### config.mk
export PLATFORM = sky130hd
export DESIGN_NAME = modificacion_ciclo_multicanal
export DESIGN_NICKNAME = d
export VERILOG_FILES = /design/src/rtl/modificacion_ciclo_multicanal_pkg.sv /design/src/rtl/modificacion_ciclo_multicanal_pulsador.sv /design/src/rtl/modificacion_ciclo_multicanal.sv
export SDC_FILE = /design/constraint.sdc
export NUM_CORES = 1
export LEC_CHECK = 0
export CAP_MARGIN = 20
export CORE_AREA = 4 4 73 75
export CTS_CLUSTER_SIZE = 14
export DETAILED_ROUTE_END_ITERATION = 8
export DIE_AREA = 0 0 77 79
export GPL_TIMING_DRIVEN = 0
export PLACE_DENSITY = 0.74
export SETUP_SLACK_MARGIN = 0.15
export SYNTH_ARGS = -nofsm -noshare
export SYNTH_HDL_FRONTEND = slang
export SYNTH_SLANG_ARGS = --single-unit
### constraint.sdc
create_clock -name clk_100MHz -period 2.5 [get_ports clk_100MHz]
set_input_delay 0.375 -clock clk_100MHz [delete_from_list [all_inputs] [get_ports clk_100MHz]]
set_output_delay 0.375 -clock clk_100MHz [all_outputs]
set_load 0.03 [all_outputs]
### src/rtl/modificacion_ciclo_multicanal_pkg.sv
// Shared types and saturating arithmetic for the multichannel PWM duty controller.
// The optional MCT_AUTOREPEAT_EN macro does not change this file.
package mct_pkg;

    typedef enum logic [1:0] {
        EDIT_NONE = 2'd0,
        EDIT_UP   = 2'd1,
        EDIT_DOWN = 2'd2
    } edit_e;

    // Adds one bit of headroom so an overflow past the width's maximum can be clamped.
    function automatic logic [31:0] sat_add(input logic [31:0] val, input logic [31:0] step,
                                            input int unsigned width);
        logic [32:0] sum;
        logic [32:0] max_v;
        sum   = {1'b0, val} + {1'b0, step};
        max_v = (33'd1 << width) - 33'd1;
        if (sum > max_v) begin
            return max_v[31:0];
        end else begin
            return sum[31:0];
        end
    endfunction

    function automatic logic [31:0] sat_sub(input logic [31:0] val, input logic [31:0] step);
        logic signed [32:0] diff;
        diff = $signed({1'b0, val}) - $signed({1'b0, step});
        if (diff < 33'sd0) begin
            return 32'd0;
        end else begin
            return diff[31:0];
        end
    endfunction

endpackage

### src/rtl/modificacion_ciclo_multicanal_pulsador.sv
// Button edge detector emitting one-clock step pulses; with MCT_AUTOREPEAT_EN it
// also holds a repeat counter that adds steps while the button stays pressed.
module mct_pulsador
`ifdef MCT_AUTOREPEAT_EN
#(
    parameter int REPEAT_DELAY = 50_000_000,
    parameter int REPEAT_RATE  = 10_000_000
)
`endif
(
    input  logic clk_i,
    input  logic rst_i,
    input  logic btn_i,
    input  logic edit_en_i,
`ifdef MCT_AUTOREPEAT_EN
    input  logic hold_en_i,
`endif
    output logic step_o
);

    logic btn_q;
    logic armed_q;
    logic rise_s;

    // armed_q blocks a button held through reset from looking like a fresh press.
    assign rise_s = btn_i & ~btn_q & armed_q;

    // Edge-detector history and re-arm tracking.
    always_ff @(posedge clk_i) begin
        if (rst_i) begin
            btn_q   <= 1'b0;
            armed_q <= ~btn_i;
        end else begin
            btn_q   <= btn_i;
            armed_q <= armed_q | ~btn_i;
        end
    end

`ifdef MCT_AUTOREPEAT_EN
    logic [31:0] hold_q;
    logic        rep_q;
    logic        fire_s;

    assign fire_s = hold_en_i && btn_i && (hold_q != 32'd0) &&
                    (rep_q ? (hold_q == 32'(REPEAT_RATE)) : (hold_q == 32'(REPEAT_DELAY)));

    // Hold counter: hold_q equals clocks since the press (or since the last repeat).
    always_ff @(posedge clk_i) begin
        if (rst_i) begin
            hold_q <= 32'd0;
            rep_q  <= 1'b0;
        end else if (rise_s && hold_en_i) begin
            hold_q <= 32'd1;
            rep_q  <= 1'b0;
        end else if (hold_en_i && btn_i && (hold_q != 32'd0)) begin
            if (fire_s) begin
                hold_q <= 32'd1;
                rep_q  <= 1'b1;
            end else begin
                hold_q <= hold_q + 32'd1;
                rep_q  <= rep_q;
            end
        end else begin
            hold_q <= 32'd0;
            rep_q  <= 1'b0;
        end
    end

    assign step_o = edit_en_i & (rise_s | fire_s);
`else
    assign step_o = edit_en_i & rise_s;
`endif

endmodule

### src/rtl/modificacion_ciclo_multicanal.sv
// N-channel PWM duty controller with shadowed duty registers loaded at period wrap.
// Define MCT_AUTOREPEAT_EN to enable auto-repeat of held up/down buttons.
module modificacion_ciclo_multicanal
    import mct_pkg::*;
#(
    parameter int N            = 4,
    parameter int W            = 4,
    parameter int DIV          = 1,
    parameter int INIT_DUTY    = 2 ** (W - 1),
    parameter int STEP         = 1,
    parameter int REPEAT_DELAY = 50_000_000,
    parameter int REPEAT_RATE  = 10_000_000,
    localparam int SW          = (N > 1) ? $clog2(N) : 1
)(
    input  logic          clk_100MHz,
    input  logic          rst,
    input  logic          up,
    input  logic          down,
    input  logic          chip_select,
    input  logic [SW-1:0] sel,
    output logic [N-1:0]  signal_out,
    output logic [W-1:0]  ciclo_actual,
    output logic          period_start
);

    localparam int PERIOD = (2 ** W) - 1;
    localparam int PW     = (DIV > 1) ? $clog2(DIV) : 1;

    logic [PW-1:0] pre_q;
    logic [W-1:0]  cnt_q;
    logic [W-1:0]  target_q [N];
    logic [W-1:0]  target_d [N];
    logic [W-1:0]  active_q [N];
    logic [N-1:0]  signal_out_q;
    logic          period_start_q;
    logic          tick_s;
    logic          wrap_s;
    logic          sel_ok_s;
    logic          edit_en_s;
    logic          step_up_s;
    logic          step_down_s;
    edit_e         edit_s;

    assign tick_s    = (pre_q == PW'(DIV - 1));
    assign wrap_s    = tick_s && (cnt_q == W'(PERIOD - 1));
    assign sel_ok_s  = (32'(sel) < 32'(N));
    assign edit_en_s = chip_select & sel_ok_s;

`ifdef MCT_AUTOREPEAT_EN
    mct_pulsador #(.REPEAT_DELAY(REPEAT_DELAY), .REPEAT_RATE(REPEAT_RATE)) u_pulsador_up (
        .clk_i(clk_100MHz), .rst_i(rst), .btn_i(up), .edit_en_i(edit_en_s),
        .hold_en_i(edit_en_s & ~down), .step_o(step_up_s));
    mct_pulsador #(.REPEAT_DELAY(REPEAT_DELAY), .REPEAT_RATE(REPEAT_RATE)) u_pulsador_down (
        .clk_i(clk_100MHz), .rst_i(rst), .btn_i(down), .edit_en_i(edit_en_s),
        .hold_en_i(edit_en_s & ~up), .step_o(step_down_s));
`else
    mct_pulsador u_pulsador_up (
        .clk_i(clk_100MHz), .rst_i(rst), .btn_i(up), .edit_en_i(edit_en_s), .step_o(step_up_s));
    mct_pulsador u_pulsador_down (
        .clk_i(clk_100MHz), .rst_i(rst), .btn_i(down), .edit_en_i(edit_en_s), .step_o(step_down_s));
`endif

    // Opposing steps in the same cycle cancel out.
    always_comb begin
        if (step_up_s && !step_down_s) begin
            edit_s = EDIT_UP;
        end else if (step_down_s && !step_up_s) begin
            edit_s = EDIT_DOWN;
        end else begin
            edit_s = EDIT_NONE;
        end
    end

    // Next target duty for the selected channel.
    always_comb begin
        for (int i = 0; i < N; i++) begin
            target_d[i] = target_q[i];
            if (edit_en_s && (sel == SW'(i))) begin
                case (edit_s)
                    EDIT_UP:   target_d[i] = W'(sat_add(32'(target_q[i]), 32'(STEP), W));
                    EDIT_DOWN: target_d[i] = W'(sat_sub(32'(target_q[i]), 32'(STEP)));
                    default:   target_d[i] = target_q[i];
                endcase
            end else begin
                target_d[i] = target_q[i];
            end
        end
    end

    assign ciclo_actual = sel_ok_s ? target_q[sel] : '0;

    // Prescaler, period counter, shadow load and registered PWM outputs.
    always_ff @(posedge clk_100MHz) begin
        if (rst) begin
            pre_q          <= '0;
            cnt_q          <= '0;
            signal_out_q   <= '0;
            period_start_q <= 1'b0;
            for (int i = 0; i < N; i++) begin
                target_q[i] <= W'(INIT_DUTY);
                active_q[i] <= W'(INIT_DUTY);
            end
        end else begin
            pre_q          <= tick_s ? '0 : pre_q + PW'(1);
            period_start_q <= wrap_s;
            if (tick_s) begin
                cnt_q <= wrap_s ? '0 : cnt_q + W'(1);
            end
            for (int i = 0; i < N; i++) begin
                target_q[i]     <= target_d[i];
                signal_out_q[i] <= (cnt_q < active_q[i]);
                if (wrap_s) begin
                    active_q[i] <= target_q[i];
                end
            end
        end
    end

    assign signal_out   = signal_out_q;
    assign period_start = period_start_q;

endmodule

==> metrics.yaml <==
placed_design:
  dp_cells: 360
  post-dp-hpwl_um: 4080
  place.gp.congestion: 0.853
  portBuffers: 15
clock_tree:
  path_clk_slew_ns: 0.08
  clockBufferDepth: 2
  cts_hold_buffers: 0
  clkLatencyLatePin_ns: 0.30
  cts.sinks: 46
  root_buffer: "clkbuf_8"
  htreeDepth: 2
  cts_buffers: 5
  cts_tree: "done"
  postCtsSetupRepairBufs: 0
synthesis:
  ys_ff_latch: 46
  synthesis.nets: 321
  synth.largest_area_cell: "dfxtp_1"
  ys_seq_area_share_pct: 39.7
  yosys.area.top_type_share_pct: 22.1
  yosysWarnings: 0
  synth-edff-count: 16
  synthFlopType: "dfxtp_1"
  netlist_top_cells_count: "30 x dfxtp_1, 25 x inv_1, 23 x ha_1"
  async_reset_ff_share_pct: 0
  synth_area_mm2: 0.00272
  syn_area_per_cell_um2: 9.35
  yosys.cell_types.count: 54
  synth_area_leaders: "dfxtp_1 22%, edfxtp_1 18%, ha_1 11%"
  yosysMostFrequentCell: "dfxtp_1"
  synth_cells: 291
power:
  p_sw_share_pct: 25.1
  intPower_uw: 1090
  pwr-share-seq_pct: 55.7
  total_leakage_power_uw: 0.00123
  pwr-share-comb_pct: 12.0
  ir_drop_v: 0.000316
  power_density_mw_per_mm2: 483
  p_sw_uw: 366
  p_clk_share_pct: 32.4
global_routing:
  grt_pass1_wl_um: 9570
  overflow: 0
  grt_pass1_vias: 1955
  antenna_found_initial: 0
  grt_max_degree: 20
  grt_usage_pct: 19.9
floorplanning:
  die_w_um: 77
  ios: 16
  core-area_mm2: 0.00466
  rows: 25
  die_y_um: 79
  initial_utilization_pct: 58.4
  die_area_mm2: 0.00608
final_layout:
  nets: 343
  n_antenna_cell: 0
  drive_gt1_share_pct: 10.8
  area_delta_synth_final_pct: 11.1
  final_cells: 368
run_status:
  status: "finished, final reports clean"
sta:
  finalHoldViolCount: 0
  fin_setup_tns_ns: 0
  finalClockSkew_ns: 0.00862
  rsz0062_at_grt: "no"
  max_freq_ghz: 0.450
  setup_viol: 0
  fin_crit_sh_pct: 88.9
  min_period_ns: 2.22
  tightest_slew_ns: 0.823
  max-slew-margin-rel_pct: 45.1
  slew_violations: 0
  whs_ns: 0.491
detailed_routing:
  num_vias: 2167
  firstDrtPassIters: 4
  drtAntennaViolNets: 0
  wirelength_um: 5600
  first_iter_violations: 131
  wl_per_cell_um: 15.2
  remaining_drc_errors: 0
  viasPerCell: 5.89
worst_hold_path:
  holdCritPathClass: "reg -> reg"
worst_setup_path:
  start_kind: "primary input"
  required_ns: 2.70
  end_kind: "flip-flop"
  arrival_ns: 2.42
  cp_max_fo: 7
  critPathKind: "in -> reg"
job:
  max_cap_violations: 0
## what timing repair did
action / 4_1_cts / 5_1_grt
endpoints found under the setup margin: 13 / 7
pin swaps: 0 / 1
gates resized for setup: 7 / 10
## power by group through the flow
stage / logic (µW) / clock network [µW] / registers [µW]
detailed placement: 174 / 0 / 831
global placement: 171 / 0 / 830
CTS: 174 / 492 / 814
global route: 193 / 523 / 817
floorplan: 117 / 0 / 831
finish: 175 / 472 / 813
## worst max-delay path, stage by stage
cell and delay (ns):
clkdlybuf4s50_1 0.51, nand2_1 0.08, nor3_2 0.14, ha_2 0.35, or4b_4 0.54, nor2_1 0.12, nor2_1 0.06, a2111oi_2 0.26
## metal layers
layer / routed length (µm) / track usage, % / vias to the layer above / part of all wire, %
li1: - / - / 1094 / -
met1: 2630 / 27.0 / 999 / 47
met2: 2600 / 31.8 / 70 / 46
met3: 314 / 3.63 / 4 / 5.6
met4: 57 / 7.65 / 0 / 1.0
met5: 0 / 0 / - / 0
## metrics by stage
stage	setup slack [ns]	util (%)	instance area (µm²)	power, µW
2_1_floorplan	0.647	-	2720	949
3_3_place_gp	-0.378	63.1	2940	1000
3_5_place_dp	-0.355	63.1	2940	1010
4_1_cts	0.187	65.0	3030	1480
5_1_grt	0.154	64.9	3020	1530
6_report	0.278	64.9	3020	1460
## path summary, 6_finish.rpt
| kind | from | end | slack, ns | depth (start not counted) |
|---|---|---|---|---|
| hold reg to reg | u_pulsador_up.armed_q$_DFF_P_ | u_pulsador_up.armed_q$_DFF_P_ | 0.49 | 2 |
| hold / removal | u_pulsador_up.armed_q$_DFF_P_ | u_pulsador_up.armed_q$_DFF_P_ | 0.49 | 2 |
| setup reg to reg | cnt_q[1]$_SDFFE_PP0N_ | active_q[0][3]$_SDFFCE_PN1P_ | 0.51 | 3 |
| setup / recovery | down | target_q[0][2]$_SDFFE_PP0P_ | 0.28 | 8 |
## layout by cell type, fill, tap and decap left out, types with 2 or more instances in the layout
cell | netlist | layout
a211oi_1 | 5 | 5
a21o_1 | 9 | 9
a21oi_1 | 17 | 17
a221oi_1 | 2 | 2
a311oi_1 | 5 | 5
a31oi_1 | 2 | 2
and2_1 | 4 | 4
and3_1 | 2 | 2
buf_2 | 7 | 7
clkbuf_1 | 10 | 10
clkbuf_2 | 0 | 4
clkbuf_8 | 0 | 6
clkdlybuf4s50_1 | 0 | 10
dfxtp_1 | 30 | 30
edfxtp_1 | 16 | 16
ha_1 | 23 | 22
inv_1 | 25 | 25
mux2i_1 | 2 | 2
mux4_2 | 4 | 4
nand2_1 | 10 | 10
nand2b_1 | 10 | 10
nand3_1 | 12 | 12
nand4b_1 | 3 | 3
nor2_1 | 20 | 20
nor2b_1 | 6 | 6
nor3_1 | 12 | 11
nor3b_1 | 4 | 4
o21ai_0 | 13 | 13
o22ai_1 | 2 | 2
or2_2 | 2 | 2
or3_1 | 6 | 6
xor2_1 | 2 | 2
## layout make-up
cell class                      count  area (µm²)
Tap cell                           54        67.6
Inverter                           25        93.8
Multi-Input combinational cell    201        1470
Fill cell                         378        1640
Sequential cell                    46        1080
Timing Repair Buffer               15         129
Buffer                             19        83.8
Clock buffer                        6        82.6
Clock inverter                      2        12.5
## cell families (layout without fill, tap and decap cells)
logic type	count (synthesis)	in the layout	share of synthesized area [%]
and+or+nand+nor	102	102	21.6
AOI/OAI and AO/OA	65	65	16.1
DFF	46	46	39.7
buffers and inverters	44	67	6.39
adders and majority gates	23	23	10.6
muxes	7	7	4.46
xor gates and xnor gates	3	3	0.966
other	1	1	0.138
## flip-flops by register name, summed over array words and instances, names as in the netlist
register                 cells
active_q                    16
cnt_q                        4
period_start                 1
pre_q                        1
signal_out                   4
target_q                    16
u_pulsador_down.armed_q      1
u_pulsador_down.btn_q        1
u_pulsador_up.armed_q        1
u_pulsador_up.btn_q          1
(Power assumes the default switching activity.)
